--- config.mk ---
export PLATFORM = sky130hd
export DESIGN_NAME = instruction_encoder
export DESIGN_NICKNAME = d
export VERILOG_FILES = /design/src/rtl/riscv_enc_pkg.sv /design/src/rtl/instr_field_pack.sv /design/src/rtl/instruction_encoder.sv
export SDC_FILE = /design/constraint.sdc
export NUM_CORES = 1
export LEC_CHECK = 0
export CORE_AREA = 2 2 95 88
export CTS_BUF_LIST = sky130_fd_sc_hd__clkbuf_8
export DETAILED_ROUTE_END_ITERATION = 10
export DIE_AREA = 0 0 97 90
export PLACE_DENSITY_LB_ADDON = 0.12
export SLEW_MARGIN = 30
export SYNTH_ARGS = -nofsm -noshare
export SYNTH_HDL_FRONTEND = slang
export SYNTH_SLANG_ARGS = --single-unit
--- constraint.sdc ---
create_clock -name clk -period 2.7 [get_ports clk]
set_input_delay 0.54 -clock clk [delete_from_list [all_inputs] [get_ports clk]]
set_output_delay 0.54 -clock clk [all_outputs]
set_load 0.02 [all_outputs]
--- src/rtl/riscv_enc_pkg.sv ---
// -----------------------------------------------------------------------------
// riscv_enc_pkg
// Shared definitions for the RV64I instruction encoder:
//   - base opcode constants for the supported formats
//   - instruction format enum and encoder state enum
//   - immediate range limits used by the optional range check
//   - fmt_of(): opcode -> format classification
// Optional feature macro used by the consumers of this package: RANGE_CHECK_EN.
// -----------------------------------------------------------------------------
package riscv_enc_pkg;

  localparam logic [6:0] OP_R      = 7'b0110011;
  localparam logic [6:0] OP_LOAD   = 7'b0000011;
  localparam logic [6:0] OP_IMM    = 7'b0010011;
  localparam logic [6:0] OP_JALR   = 7'b1100111;
  localparam logic [6:0] OP_STORE  = 7'b0100011;
  localparam logic [6:0] OP_BRANCH = 7'b1100011;

  typedef enum logic [2:0] {
    FMT_R,
    FMT_I,
    FMT_S,
    FMT_SB,
    FMT_BAD
  } fmt_e;

  typedef enum logic [1:0] {
    ST_EMPTY,
    ST_HOLD,
    ST_FULL
  } state_e;

  // 12-bit signed immediate (I and S formats)
  localparam logic signed [63:0] IMM12_MIN = -64'sd2048;
  localparam logic signed [63:0] IMM12_MAX = 64'sd2047;
  // 13-bit signed, even branch offset (SB format)
  localparam logic signed [63:0] IMM13_MIN = -64'sd4096;
  localparam logic signed [63:0] IMM13_MAX = 64'sd4094;

  function automatic fmt_e fmt_of(input logic [6:0] opcode);
    fmt_e f;
    case (opcode)
      OP_R:                     f = FMT_R;
      OP_LOAD, OP_IMM, OP_JALR: f = FMT_I;
      OP_STORE:                 f = FMT_S;
      OP_BRANCH:                f = FMT_SB;
      default:                  f = FMT_BAD;
    endcase
    return f;
  endfunction

endpackage

--- src/rtl/instr_field_pack.sv ---
// -----------------------------------------------------------------------------
// instr_field_pack
// Purely combinational: packs decoded instruction fields into a 32-bit word.
// Ports:
//   opcode, rd, rs1, rs2, funct3, funct7, imm  - decoded fields (imm signed)
//   fmt       - format selected by the opcode (FMT_BAD for unknown opcodes)
//   word      - packed instruction word (zero for FMT_BAD)
//   range_ok  - immediate is encodable for the format
// Macro RANGE_CHECK_EN: when defined, out-of-range or odd branch immediates
// clear range_ok; otherwise the immediate is truncated and range_ok stays 1.
// -----------------------------------------------------------------------------
module instr_field_pack
  import riscv_enc_pkg::*;
(
  input  logic [6:0]         opcode,
  input  logic [4:0]         rd,
  input  logic [4:0]         rs1,
  input  logic [4:0]         rs2,
  input  logic [2:0]         funct3,
  input  logic [6:0]         funct7,
  input  logic signed [63:0] imm,
  output fmt_e               fmt,
  output logic [31:0]        word,
  output logic               range_ok
);

`ifdef RANGE_CHECK_EN
  function automatic logic fits_imm12(input logic signed [63:0] v);
    return (v >= IMM12_MIN) && (v <= IMM12_MAX);
  endfunction

  function automatic logic fits_branch(input logic signed [63:0] v);
    return (v >= IMM13_MIN) && (v <= IMM13_MAX) && !v[0];
  endfunction
`else
  // Upper immediate bits only matter for the range check.
  logic unused_imm_hi;
  assign unused_imm_hi = ^imm[63:13];
`endif

  always_comb begin
    fmt      = fmt_of(opcode);
    word     = '0;
    range_ok = 1'b1;
    case (fmt)
      FMT_R: word = {funct7, rs2, rs1, funct3, rd, opcode};
      FMT_I: begin
        word = {imm[11:0], rs1, funct3, rd, opcode};
`ifdef RANGE_CHECK_EN
        range_ok = fits_imm12(imm);
`endif
      end
      FMT_S: begin
        word = {imm[11:5], rs2, rs1, funct3, imm[4:0], opcode};
`ifdef RANGE_CHECK_EN
        range_ok = fits_imm12(imm);
`endif
      end
      FMT_SB: begin
        // imm[0] has no slot in the branch encoding.
        word = {imm[12], imm[10:5], rs2, rs1, funct3, imm[4:1], imm[11], opcode};
`ifdef RANGE_CHECK_EN
        range_ok = fits_branch(imm);
`endif
      end
      default: range_ok = 1'b0;
    endcase
  end

endmodule

--- src/rtl/instruction_encoder.sv ---
// -----------------------------------------------------------------------------
// instruction_encoder
// Encodes RV64I field bundles into 32-bit instruction words and streams them
// to instruction memory at consecutive word addresses starting at BASE_ADDR.
// Parameters: DEPTH (words before full), BASE_ADDR (byte address of word 0).
// Ports:
//   clk, reset (async, active-high)
//   in_valid/in_ready + opcode, rd, rs1, rs2, funct3, funct7, imm : input side
//   clear      - synchronous restart of counter, error flag and state
//   out_valid/out_ready + out_data, out_addr : memory write side
//   full       - DEPTH words written; only clear or reset leave this state
//   err        - sticky, a bundle was rejected
//   count      - words written so far
// Macro RANGE_CHECK_EN: reject immediates that do not fit their format.
// -----------------------------------------------------------------------------
module instruction_encoder
  import riscv_enc_pkg::*;
#(
  parameter  int          DEPTH     = 64,
  parameter  logic [63:0] BASE_ADDR = 64'd0,
  localparam int          CNT_W     = $clog2(DEPTH + 1)
) (
  input  logic               clk,
  input  logic               reset,
  input  logic               in_valid,
  output logic               in_ready,
  input  logic [6:0]         opcode,
  input  logic [4:0]         rd,
  input  logic [4:0]         rs1,
  input  logic [4:0]         rs2,
  input  logic [2:0]         funct3,
  input  logic [6:0]         funct7,
  input  logic signed [63:0] imm,
  input  logic               clear,
  output logic               out_valid,
  input  logic               out_ready,
  output logic [31:0]        out_data,
  output logic [63:0]        out_addr,
  output logic               full,
  output logic               err,
  output logic [CNT_W-1:0]   count
);

  fmt_e             pk_fmt;
  logic [31:0]      pk_word;
  logic             pk_ok;

  state_e           state_q, state_d;
  logic [31:0]      data_q, data_d;
  logic [CNT_W-1:0] count_q, count_d;
  logic             err_q, err_d;

  logic [CNT_W:0]   pending;
  logic             accept;
  logic             good;
  logic             out_hs;

  instr_field_pack u_pack (
    .opcode   (opcode),
    .rd       (rd),
    .rs1      (rs1),
    .rs2      (rs2),
    .funct3   (funct3),
    .funct7   (funct7),
    .imm      (imm),
    .fmt      (pk_fmt),
    .word     (pk_word),
    .range_ok (pk_ok)
  );

  assign out_valid = (state_q == ST_HOLD);
  assign full      = (state_q == ST_FULL);
  assign out_data  = data_q;
  assign err       = err_q;
  assign count     = count_q;
  assign out_addr  = BASE_ADDR + (64'(count_q) << 2);

  // Words written plus the one in flight; no accept may push this past DEPTH.
  assign pending  = {1'b0, count_q} + (CNT_W + 1)'(out_valid);
  assign in_ready = (state_q != ST_FULL) && (!out_valid || out_ready)
                    && (pending < (CNT_W + 1)'(DEPTH));

  assign accept = in_valid && in_ready;
  assign good   = accept && (pk_fmt != FMT_BAD) && pk_ok;
  assign out_hs = out_valid && out_ready;

  always_comb begin
    state_d = state_q;
    data_d  = data_q;
    count_d = count_q;
    err_d   = err_q;
    if (clear) begin
      // A bundle accepted together with clear is dropped.
      state_d = ST_EMPTY;
      count_d = '0;
      err_d   = 1'b0;
    end else begin
      if (out_hs)          count_d = count_q + CNT_W'(1);
      if (accept && !good) err_d   = 1'b1;
      if (good)            data_d  = pk_word;
      case (state_q)
        ST_EMPTY: if (good) state_d = ST_HOLD;
        ST_HOLD: begin
          // A good accept in HOLD implies out_ready, so the old word leaves
          // on the same edge and the new one replaces it.
          if (good)        state_d = ST_HOLD;
          else if (out_hs) state_d = (count_d == CNT_W'(DEPTH)) ? ST_FULL : ST_EMPTY;
        end
        ST_FULL:  state_d = ST_FULL;
        default:  state_d = ST_EMPTY;
      endcase
    end
  end

  always_ff @(posedge clk or posedge reset) begin
    if (reset) begin
      state_q <= ST_EMPTY;
      data_q  <= '0;
      count_q <= '0;
      err_q   <= 1'b0;
    end else begin
      state_q <= state_d;
      data_q  <= data_d;
      count_q <= count_d;
      err_q   <= err_d;
    end
  end

endmodule
# --- Word level (Yosys, flattened, before mapping) ---
# Index checks and enable logic that the tools add are counted.
totals:
  elab_cells: 55
  romBits: 0
  out_inout_bits: 107
  latchBits: 0
  in_bits: 101
  regBits: 42
  memories: 0
  ramBits: 0
classes:
  multipliers: 0
  n_addsub: 2
  n_eq_ne: 16
  bitwise_logic: 1
  n_mux: 14
  div: 0
  shifts: 0
  n_lt_le_gt_ge: 1
  n_reduce_logical: 17
ops:
  columns: ["op", "n"]
  rows:
  - ["$pmux W32 S4", 1]
  - ["$eq A7 B7 Y1 const B", 3]
  - ["$mux W7", 3]
  - ["$eq A7 B6 Y1 const B", 2]
  - ["$pmux W3 S4", 1]
  - ["$mux W2", 5]
  - ["$add A7 B1 Y8", 1]
  - ["$lt A8 B7 Y1 const B", 1]
  - ["$add A7 B1 Y7 const B", 1]
  - ["$eq A7 B2 Y1 const B", 1]
  - ["$eq A7 B5 Y1 const B", 1]
  - ["$logic_and A1 B1 Y1", 7]
  - ["$eq A3 B2 Y1 const B", 2]
  - ["$ne A3 B3 Y1 const B", 2]
  - ["$pmux W2 S3", 1]
  - ["$ne A4 B2 Y1 const B", 1]
  - ["$reduce_and A2 Y1", 2]
  - ["$reduce_or A4 Y1", 1]
  - ["$eq A3 B1 Y1 const B", 1]
  - ["$logic_not A3 Y1", 1]
  - ["$mux W1", 3]
  - ["$reduce_or A3 Y1", 1]
  - ["$eq A2 B1 Y1 const B", 1]
  - ["$eq A2 B2 Y1 const B", 1]
  - ["6 further kinds", 7]

# --- Longest topological paths before layout ---
# Gate-level depths: netlist of the first run.
logic_depth:
  ltp_word: 12
  mapped_depth: 8

# --- By module ---
# From an unflattened synthesis of the first run, not the netlist that was laid out.
hier_totals:
  cells_unflattened: 298
  hier_area_um2: 3108.0
modules_own_cells:
  columns: ["mod", "seq_area_each_um2", "area_each_um2", "instances", "cells_per_inst"]
  rows:
  - ["instruction_encoder", 1051.0, 2494.9, 1, 200]
  - ["instr_field_pack", 0.0, 613.1, 1, 98]

# --- Worst setup path before layout of the first run ---
# No wires, ideal clock.
synth_path:
  path_kind: "flip-flop to output port"
  start: "register count_q[0], in the netlist count[0]"
  end: "output port in_ready"
  path_slack_ns: 0.558
  arrival_time_ns: 1.602
  stages_incl_launch_ff: 4
  path_cell_list: "dfrtp_1 > nand2_1 > nor4_2 > nor4_1"
synth_via:
  elab_chain_len: 3
synth_rtl:
  columns: ["element", "line_no", "text"]
  rows:
  - ["start: declaration", "instruction_encoder.sv:50", "logic [CNT_W-1:0] count_q, count_d;"]
  - ["start signal: assignment", "instruction_encoder.sv:124", "count_q <= count_d;"]
  - ["$add A7 B1 Y8", "instruction_encoder.sv:79", "assign pending = {1'b0, count_q} + (CNT_W + 1)'(out_valid);"]
  - ["$lt A8 B7 Y1", "instruction_encoder.sv:81", "&& (pending < (CNT_W + 1)'(DEPTH));"]
  - ["$logic_and A1 B1 Y1", "instruction_encoder.sv:81", null]
  - ["end: declaration", "instruction_encoder.sv:26", "output logic in_ready,"]
# Every way passes these cells.

# --- Final worst setup path of the first run ---
layout_path:
  start: "input port out_ready"
  end: "output port in_ready"
layout_via:
  elab_chain_len: 3
layout_rtl:
  columns: ["element", "line_no", "text"]
  rows:
  - ["start: declaration", "instruction_encoder.sv:36", "input logic out_ready,"]
  - ["$logic_or A1 B1 Y1", "instruction_encoder.sv:80", "assign in_ready = (state_q != ST_FULL) && (!out_valid || out_ready)"]
  - ["$logic_and A1 B1 Y1", "instruction_encoder.sv:80", null]
  - ["$logic_and A1 B1 Y1", "instruction_encoder.sv:81", null]
# Every way passes these cells.

==> summary.md, run 1 <==
Across the VDD grid, the largest voltage drop is 0.2209 mV. For this design the static power due to leakage is 1.557 nW. The HPWL after detailed placement is 4516 um. The finished layout cell area was 3577 um^2. Net switching component of the power: 0.5935 mW. For this run, the leading register cell type out of synthesis is sky130_fd_sc_hd__dfrtp_1. The synthesized design spends more area on one cell type than any other, namely sky130_fd_sc_hd__dfrtp_1. Setup repair after global routing left no endpoint under its margin. Post-route worst setup slack: 334.6 ps. The clock tree synthesis step divided the H-tree into 2 levels. The total I/O pin count is 208.

Global routing consumed, over all layers together, 13.47% of the routing resources. The count of cells in the finished layout, fillers not included, comes to 465. The per-instance average area after synthesis is 9.845 um^2.

The tools report the CTS root buffer as sky130_fd_sc_hd__clkbuf_8. The routed length per placed instance works out to 12.41 um. The post-place instance area is 3487 um^2. For the worst-skew pair, the clock arrives at the later sink with an insertion delay of 290 ps.

Fraction of layout instances using a drive strength above 1: 12.57%. STA classifies the critical path endpoint as an output pin. Shortest period the worst path allows: 2365 ps. Routability-driven placement finished with a final weighted congestion of 0.7421. In the synthesized netlist, the number of instances is 259. Combinational cells account for 34.7% of the total power. After global routing the overflow that remains totals 0. Area inside the core boundary: 7796 um^2. The worst hold path class is flop to flop. After clock tree synthesis, the clock-pin slew on the worst setup and hold paths is 80 ps. 0 antenna diodes ended up in the layout.

In the routed layout, each cell is associated on average with a via count of 4.275. The die height is 90 um, and the internal power is 1.238 mW. The floorplan has 31 rows. The power consumption is 1.832 mW, and the relative area change from synthesis to final layout is 40.28%. The tools report the unique cell type count in the Yosys netlist as 40. The sequential area share after synthesis was 41.22%; the maximum count of clock buffers along a single path was 2.

The proportion of netlist area held by the largest area contributor was 41.22%. The count of pins over their slew limit was 0; the proportion of register bits with asynchronous set or reset after synthesis was 100.0%. TritonCTS built the clock tree. The commonest cells after synthesis are sky130_fd_sc_hd__buf_4, sky130_fd_sc_hd__dfrtp_1, sky130_fd_sc_hd__nor2_1. The fraction of power consumed by sequential logic is 42.4%. The total vias in the final route was 1,988; the number of antenna violations at the first check in global routing was 0. In this run the tool buffered the top-level ports with 99 buffer cells. The worst setup slack after placement is 22.83 ps, and the area of the mapped netlist is 2550 um^2. Final core utilization: 45.88%.

Setup violations remaining at the end of the flow were counted as 0. The die covers 8730 um^2. The die is 97 um wide. The count of nets left with antenna violations once routing finished came out at 0. In the final timing run, aggregate negative setup slack is 0 ps. For the maximum number of pins on one net before global-route repair, the log shows 25. The switching portion of total power came out at 32.40%. Sorting the synthesized cells by area gives the leading types as sky130_fd_sc_hd__dfrtp_1, sky130_fd_sc_hd__buf_4, sky130_fd_sc_hd__mux2_2. The number of clock buffers added by TritonCTS is 5.

Data arrives at the worst endpoint at 1830 ps. For this run, the top clock speed supported by timing is 422.8 MHz. The number of enable flip-flop cells after synthesis works out to 0. Maximum clock skew at final layout: 6.796 ps. The total wirelength of the detailed-routed design is 5772 um.

The worst setup path category was input pin to output pin. The first global-routing pass estimated 9549 um of wire. Yosys instantiated no cell more often than sky130_fd_sc_hd__buf_4.

The run gives 1,923 as the via count of the first global-routing pass. The max-cap violation count is 0, and the instance count after placement with tap cells included is 457. In the routed design, unresolved DRC markers number 0.

For the worst setup path, the data required time is 2160 ps. The net count of the finished layout is 467. The violation count after the first detailed-routing iteration is 46. The number of synthesis warnings is 0. The top fanout value on the critical path works out to 2. In the finished design, the share of the clock period the worst path needs comes to 87.61%. For the initial standard-cell utilization of the core, the log shows 32.71%. The run finished with clean final reports. The run gives 0 as the number of hold violations in the final report. In this run, synthesis produced a sequential element count of 42.

The startpoint class of the critical path was an input pin. The portion of total power attributed to the clock network was 22.9%. The clock drives 42 sinks.

For this run, the detailed router's first-pass iteration total came to 4. The worst hold slack was 470.1 ps; the power per cell area was 512.1 nW/um^2.
==> kinds of logic after synthesis <==
family                   share of synthesized area, %
multiplexers                                    8.930
adder cells (fa/ha/maj)                        0.4906
other                                          0.1471
AO/OA/AOI/OAI                                   9.961
XOR/XNOR                                        2.748
AND/OR/NAND/NOR                                 14.43
buffers and inverters                           22.08
flip-flops                                      41.22
==> cell usage in the layout (no fill, tap or decap), types with 2 or more instances in the layout <==
cell type | synthesis | final
sky130_fd_sc_hd__clkdlybuf4s50_1 | 0 | 98
sky130_fd_sc_hd__conb_1 | 1 | 57
sky130_fd_sc_hd__dfrtp_1 | 42 | 42
sky130_fd_sc_hd__nor2_1 | 30 | 30
sky130_fd_sc_hd__a21oi_1 | 23 | 23
sky130_fd_sc_hd__buf_4 | 66 | 15
sky130_fd_sc_hd__mux2_2 | 13 | 13
sky130_fd_sc_hd__a22oi_1 | 12 | 12
sky130_fd_sc_hd__mux2i_1 | 7 | 7
sky130_fd_sc_hd__nor3_1 | 7 | 7
sky130_fd_sc_hd__inv_1 | 6 | 6
sky130_fd_sc_hd__xnor2_1 | 6 | 6
sky130_fd_sc_hd__clkbuf_8 | 0 | 6
sky130_fd_sc_hd__nand2_1 | 4 | 4
sky130_fd_sc_hd__nand2b_1 | 3 | 3
sky130_fd_sc_hd__nor3b_1 | 3 | 3
sky130_fd_sc_hd__or2_2 | 3 | 3
sky130_fd_sc_hd__nor2b_1 | 2 | 2
sky130_fd_sc_hd__nor4_1 | 2 | 2
sky130_fd_sc_hd__a31oi_1 | 2 | 2
sky130_fd_sc_hd__xor2_1 | 2 | 2
sky130_fd_sc_hd__buf_12 | 0 | 2
==> worst paths after layout <==
kind | from | endpoint | slack (ps) | depth (start not counted)
setup / recovery | out_ready | in_ready | 330 | 4
hold / removal | out_data[0]$_DFFE_PP0P_ | out_data[0]$_DFFE_PP0P_ | 470 | 1
hold reg to reg | out_data[0]$_DFFE_PP0P_ | out_data[0]$_DFFE_PP0P_ | 470 | 1
setup reg to reg | state_q[0]$_DFFE_PP0P_ | out_data[22]$_DFFE_PP0P_ | 610 | 7
min in group asynchronous | reset | out_data[19]$_DFFE_PP0P_ | 560 | 2
max in group asynchronous | reset | out_data[25]$_DFFE_PP0P_ | 1650 | 3
==> timing repair <==
action                     4_1_cts  5_1_grt
setup endpoints to repair        1        0
resized for setup                1        0
hold buffers                     0        0
setup buffers                    0        0
==> power by group through the flow <==
stage | registers [mW] | logic, mW | clock network (mW)
2_1_floorplan | 0.915 | 0.254 | 0
4_1_cts | 0.780 | 0.644 | 0.445
3_5_place_dp | 0.793 | 0.641 | 0
3_3_place_gp | 0.787 | 0.638 | 0
6_report | 0.777 | 0.635 | 0.419
5_1_grt | 0.795 | 0.679 | 0.470
==> cell type report <==
type / count / area (um^2)
Tap cell: 99 / 123.9
Fill cell: 772 / 4219
Sequential cell: 42 / 1051
Inverter: 6 / 22.52
Timing Repair Buffer: 116 / 1142
Clock inverter: 2 / 8.758
Clock buffer: 6 / 82.58
Multi-Input combinational cell: 194 / 1146
==> worst max-delay path, stage by stage <==
cell                              delay [ps]
sky130_fd_sc_hd__clkdlybuf4s50_1         490
sky130_fd_sc_hd__nor3b_1                  70
sky130_fd_sc_hd__nor4_1                  320
sky130_fd_sc_hd__dlygate4sd2_1           410
==> per-layer routing <==
layer | up-vias | share of wire (%) | GRT usage [%]
li1 | 981 | - | -
met1 | 911 | 45 | 17.92
met2 | 87 | 46 | 20.89
met3 | 9 | 7.7 | 4.588
met4 | 0 | 1.5 | 3.756
met5 | - | 0 | 0
==> sequential cells by signal, summed over array words and instances (netlist names) <==
signal    count
err           1
count         7
state_q       2
out_data     32
Power figures use the tool's default switching activity.
==> inputs of run 2 (changes only) <==
--- a/config.mk
+++ b/config.mk
@@ -10,6 +10,7 @@
 export DETAILED_ROUTE_END_ITERATION = 10
 export DIE_AREA = 0 0 97 90
 export PLACE_DENSITY_LB_ADDON = 0.12
+export SKIP_CTS_REPAIR_TIMING = 1
 export SLEW_MARGIN = 30
 export SYNTH_ARGS = -nofsm -noshare
 export SYNTH_HDL_FRONTEND = slang
==> constraint.sdc (replaced) <==
create_clock -name clk -period 2.7 [get_ports clk]
set_input_delay 0.81 -clock clk [delete_from_list [all_inputs] [get_ports clk]]
set_output_delay 0.81 -clock clk [all_outputs]
set_load 0.02 [all_outputs]
==> summary.md, run 2 (synthesized netlist as in run 1, its figures left out) <==
The share of the cycle needed by the critical path after routing was 93.76%. For flop-to-flop paths, the worst setup slack is 440 ps. Clock latency on the worst-skew pair, taken at its later pin, is 290 ps. The count of nets left with antenna violations once routing finished came out at 0.

The number of port buffers is 99, and the count of unresolved DRC violations after routing is 0. The library cells used most frequently in the layout, excluding fill and tap cells, are sky130_fd_sc_hd__clkdlybuf4s50_1, sky130_fd_sc_hd__conb_1, sky130_fd_sc_hd__dfrtp_1. The worst hold path begins at out_data[0]$_DFFE_PP0P_. The max-cap violation count is 0. The tightest min-delay check is of the flop to flop type. The floorplan has 31 rows. After routing the design area is 3780 um^2.

Across all layers, the routed design uses 2,038 vias. The via count of the first global-routing pass was 1,964. The post-place instance area came out at 3567 um^2. The register with the most flip-flops in the layout has 32 of them.

Data arrives at the worst endpoint at 1720 ps. Headroom to the max-slew limit came out at 63.05%. The logs give 5 for the clock buffer count from CTS and 0.7321 for the weighted congestion reported at the end of routability-driven placement. The worst setup path category is flop to output pin. The analysis attributes to cell leakage a power of 1.681 nW. The clock sink count is 42. The critical path's largest stage delay was 690 ps; the worst reg-to-reg path cell count was 7. The tools report the violation count after the first detailed-routing iteration as 41.

In this run the critical register-to-register path is captured at out_data[17]$_DFFE_PP0P_. The tools report the instance count after placement with tap cells included as 471. For the post-route worst setup slack, the log shows 168.4 ps. Summing all flip-flop and latch instances after layout gives 1051 um^2.

The horizontal extent of the die works out to 97 um. Clock tree synthesis selected as its root buffer the cell sky130_fd_sc_hd__clkbuf_8. Detailed placement finished with a half-perimeter wire length of 4574 um. At the pin with the least slew margin, the transition time is 554.3 ps. Shortest period the worst path allows: 2532 ps. The number of antenna violations at the first check in global routing is 0.

STA puts the critical path data required time at 1890 ps. The via density per instance was 4.228. Summed over all failing endpoints, the final setup total negative slack is 0 ps. The slowest stage of the critical path is the sky130_fd_sc_hd__clkdlybuf4s50_1 cell. Timing analysis after detailed placement gives a worst setup slack of -556.0 ps.

In this run the vertical extent of the chip is 90 um. After floorplanning, the core was sized to cover 7796 um^2. In this run the worst path has a maximum fanout of 5.

The post-route netlist has 17.49% of its cells at a drive strength greater than 1. Total power for the finished layout comes to 2.020 mW. Entering global routing, the biggest net connects 43 pins.

The relative area change from synthesis to final layout is 48.23%, and the maximum operating frequency is 395.0 MHz. The tools report the count of pins over their slew limit as 0. Start of the worst register-to-register path: state_q[0]$_DFFE_PP0P_. The total wirelength of the detailed-routed design was 6047 um.

TritonCTS built the clock tree. For the final database, setup skew stands at 6.094 ps. The tools report the endpoint kind of the worst setup timing path as an output pin. The startpoint class of the critical path is a flop. The initial standard-cell utilization of the core was 32.71%. After clock tree synthesis, the clock-pin slew on the worst setup and hold paths is 80 ps.

The run gives 0.3205 mV as the worst IR drop on VDD. Most common cell after layout, fill and taps aside: sky130_fd_sc_hd__clkdlybuf4s50_1. The power per cell area was 534.4 nW/um^2. Setup violations remaining at the end of the flow were counted as 0. The run gives 0 as the number of hold violations in the final report.

The number of cells on the worst hold path is 1, and the global-route congestion overflow total is 0. During I/O placement, the number of pins put on the boundary was 208. The layout filler cell count is 721. The maximum count of clock buffers along a single path was 2. The flow ran to the end, and the final reports show no timing, DRC or antenna violations. The tools report the number of antenna cells inserted as 0. The die covers 8730 um^2. The tools report the global-route wire length before repair as 9887 um. The signal on the critical path passes through nor2b_1, clkdlybuf4s50_1.

For this run, the total global-route usage over all layers was measured as 13.83%. The net count of the finished layout came out at 484. Area of the multi-input gates: 1157 um^2. For this run, the detailed router's first-pass iteration total came to 4. For hold timing, the worst endpoint is out_data[0]$_DFFE_PP0P_. The H-tree generated during clock tree synthesis spans 2 levels.

After detailed routing, the average wire length per cell comes to 12.55 um. Setup repair after global routing left no endpoint under its margin. The tools report the non-filler instance count after layout as 482.
[run 2: power by group]
part           leakage, nW  switching, mW  internal [mW]  total [mW]
logic                 1.07          0.327          0.308       0.636
registers            0.546         0.0493          0.728       0.777
clock network       0.0683          0.237          0.371       0.607
[run 2: area by class of cell]
class	instances	area share (%)
well taps	99	3.277
inverters	6	0.5958
multi-input cells	194	30.62
repair buffers	133	34.06
flip-flops and latches	42	27.81
clock buffers	5	1.821
clock inverters	3	1.821
[run 2: per-layer routing]
metal | GRT usage [%] | share of wire, % | vias to the layer above | wire length [um]
met5 | 0 | 0 | - | 0
met1 | 18.18 | 45 | 944 | 2732
met3 | 4.588 | 7.7 | 5 | 463
met2 | 22.16 | 47 | 85 | 2813
li1 | - | - | 1004 | -
met4 | 3.169 | 0.63 | 0 | 38
[run 2: worst max-delay path, delay by kind of cell (launching register included)]
kind	cells	cell delay [ps]
flip-flops	1	420
AND/OR/NAND/NOR	1	320
buffers and inverters	1	690
[run 2: how the worst max path moves through the flow]
stage | start | end | slack, ps | cells after the start
6_report | state_q[1]$_DFFE_PP0P_ | full | 170 | 2
4_1_cts | out_ready | in_ready | -580 | 4
3_3_place_gp | out_ready | in_ready | -530 | 4
5_1_grt | state_q[1]$_DFFE_PP0P_ | full | 60 | 2
2_1_floorplan | out_ready | in_ready | 130 | 3
3_5_place_dp | out_ready | in_ready | -560 | 4
[run 2: metrics by stage]
stage	util (%)	hold WS (ps)
after floorplan	-	452.9
after global placement	45.76	453.1
after detailed placement	45.76	455.1
after CTS	47.52	477.0
after global routing	48.48	506.2
final	48.48	470.3
==> inputs of run 3 (changes only) <==
--- a/config.mk
+++ b/config.mk
@@ -5,10 +5,9 @@
 export SDC_FILE = /design/constraint.sdc
 export NUM_CORES = 1
 export LEC_CHECK = 0
-export CORE_AREA = 2 2 95 88
-export CTS_BUF_LIST = sky130_fd_sc_hd__clkbuf_8
+export CORE_AREA = 2 2 82 104
 export DETAILED_ROUTE_END_ITERATION = 10
-export DIE_AREA = 0 0 97 90
+export DIE_AREA = 0 0 84 106
 export PLACE_DENSITY_LB_ADDON = 0.12
 export SKIP_CTS_REPAIR_TIMING = 1
 export SLEW_MARGIN = 30
==> summary.md, run 3 (synthesized netlist as in run 1, its figures left out) <==
The post-route netlist has 17.49% of its cells at a drive strength greater than 1. After detailed routing, the number of remaining DRC violations is 0. The run gives 14.06% as the total track usage. The horizontal extent of the die works out to 84 um. Along the worst path, the maximum fanout reaches 5.

Dividing the detail-routed via count by the number of cells gives 4.300. After detailed routing, the average wire length per cell comes to 13.38 um. The violation count after the first detailed-routing iteration was 39; the switching portion of total power was 33.40%. The final setup violation count is 0, and the worst-skew pair later-pin latency is 300 ps. The routed layout has 2,064 vias.

First-pass detailed-route iteration total: 4. The die height came out at 106 um. The layout filler cell count is 830.

The number of hold violations in the final report was 0. In this run the critical register-to-register path is captured at out_data[4]$_DFFE_PP0P_. Wires add up to 6423 um.

The number of cells on the worst hold path is 1, and the antenna violation net count after detailed routing is 0. The leakage power figure is 1.655 nW. For the number of antenna violations at the first check in global routing, the log shows 0. Most common cell after layout, fill and taps aside: sky130_fd_sc_hd__clkdlybuf4s50_1. The clock period could shrink to 2570 ps. The clock sink count came out at 42. For the final core utilization, the log shows 46.43%. Measured in cells, the most critical reg-to-reg path has a length of 7.

The start of the worst register-to-register path was state_q[0]$_DFFE_PP0P_. The via count of the first global-routing pass is 1,961, and the area of the die is 8904 um^2. CTS built an H-tree with a depth of 2. Summed over all nets, the half-perimeter wirelength after detailed placement is 4912 um. During I/O placement, the number of pins put on the boundary was 208. The portion of total power attributed to the clock network came out at 22.6%. The flow ran to the end, and the final reports show no timing, DRC or antenna violations. The worst hold path class was flop to flop. The area inside the core boundary came out at 8009 um^2. The startpoint identified for the worst hold timing path is out_data[0]$_DFFE_PP0P_. Summed over all layers, the global routing overflow is 0. Relative area change from synthesis to final layout: 45.83%. By startpoint and endpoint, the worst setup path is classified as input pin to flop.

For the worst setup path, the data arrival time is 2750 ps. Across the run, the number of max-cap violations was 0. Dividing the final minimum period by the clock period gives 95.19%.

The run gives 31.84% as the initial standard-cell utilization of the core. Setup repair after global routing left no endpoint under its margin. The initialized floorplan defines 37 standard-cell rows. The tools report the endpoint kind of the worst setup timing path as a flop. Static timing analysis puts the maximum clock frequency at 389.1 MHz. The top cell types in the final layout, fill and taps aside, are sky130_fd_sc_hd__clkdlybuf4s50_1, sky130_fd_sc_hd__conb_1, sky130_fd_sc_hd__dfrtp_1. In this run the clock root is driven by a sky130_fd_sc_hd__clkbuf_8. Counting the buffers created by CTS gives 5. The first global-routing pass estimated 9984 um of wire. TritonCTS built the clock tree. The CTS clock-pin slew for the worst setup and hold paths was 80 ps. Data on the critical path is required at its endpoint by 2880 ps. Entering global routing, the biggest net connects 25 pins. The net switching component of the power was 0.6118 mW.

The logs give 0.2396 mV for the worst IR drop on VDD and 0 for the number of antenna cells inserted. The weighted congestion reported at the end of routability-driven placement is 0.7939, and the number of port buffers is 99. The register with the most flip-flops in the layout has 32 of them. For this run, the post-layout net count is 484. The startpoint class of the critical path is an input pin. The count of pins over their slew limit is 0, and the maximum count of clock buffers along a single path is 2. The power per cell area works out to 492.6 nW/um^2. The logs give 1.220 mW for the internal power and 350 ps for the setup slack of the worst register-to-register path.

The combinational cell fraction of total power is 34.9%, and the fraction of power consumed by sequential logic is 42.5%. The worst hold slack was 468.8 ps; the maximum clock skew at final layout was 15.61 ps. For hold timing, the worst endpoint is out_data[0]$_DFFE_PP0P_.
-- run 3: cell count changes in the layout (fill, tap and decap cells not counted), sizes merged --
cell | previous run | this run
clkinv | 1 | 2
clkinvlp | 0 | 1
bufinv | 2 | 0
-- run 3: final cells by class --
type	instances	area, um^2	share of cell area, %
Multi-Input combinational cell	194	1157	31.12
Timing Repair Buffer	133	1276	34.32
Clock inverter	3	21.27	0.5720
Tap cell	97	121.4	3.264
Sequential cell	42	1051	28.26
Inverter	6	22.52	0.6057
Clock buffer	5	68.82	1.851
-- run 3: worst max path at each step --
stage | from | end | slack (ps) | depth (start not counted)
2_1_floorplan | out_ready | in_ready | 130 | 3
3_5_place_dp | out_ready | in_ready | -520 | 4
3_3_place_gp | out_ready | in_ready | -540 | 4
6_report | in_valid | out_data[4]$_DFFE_PP0P_ | 130 | 6
4_1_cts | out_ready | in_ready | -530 | 4
5_1_grt | state_q[1]$_DFFE_PP0P_ | full | 90 | 2
-- run 3: power groups by stage --
| stage | clock [mW] | combinational [mW] | sequential, mW |
|---|---|---|---|
| 2_1_floorplan | 0 | 0.254 | 0.915 |
| 3_3_place_gp | 0 | 0.640 | 0.788 |
| 3_5_place_dp | 0 | 0.644 | 0.793 |
| 4_1_cts | 0.440 | 0.646 | 0.781 |
| 5_1_grt | 0.469 | 0.682 | 0.793 |
| 6_report | 0.413 | 0.640 | 0.778 |
-- run 3: layer usage --
metal | global-route usage, % | vias up | share of wire, %
met5 | 0 | - | 0
met4 | 3.456 | 0 | 0.92
met2 | 24.29 | 94 | 51
met1 | 17.25 | 960 | 41
li1 | - | 1005 | -
met3 | 4.037 | 5 | 6.8
-- run 3: worst max-delay path: stages --
cell and delay [ps]:
sky130_fd_sc_hd__clkdlybuf4s50_1 490, sky130_fd_sc_hd__or4b_4 480, sky130_fd_sc_hd__nor4_4 320, sky130_fd_sc_hd__buf_12 140, sky130_fd_sc_hd__buf_4 160, sky130_fd_sc_hd__mux2_2 340
-- run 3: through the flow --
step                      TNS, ps  instances  cell area [um^2]  setup slack (ps)  power [mW]
after floorplan                 0        315              2760             134.9       1.169
after global placement      -7203        467              3575            -536.9       1.428
after detailed placement    -7288        467              3575            -516.2       1.437
after CTS                  -525.4        475              3665            -525.4       1.868
after global routing            0        480              3719             86.71       1.945
final                           0        480              3719             129.8       1.832
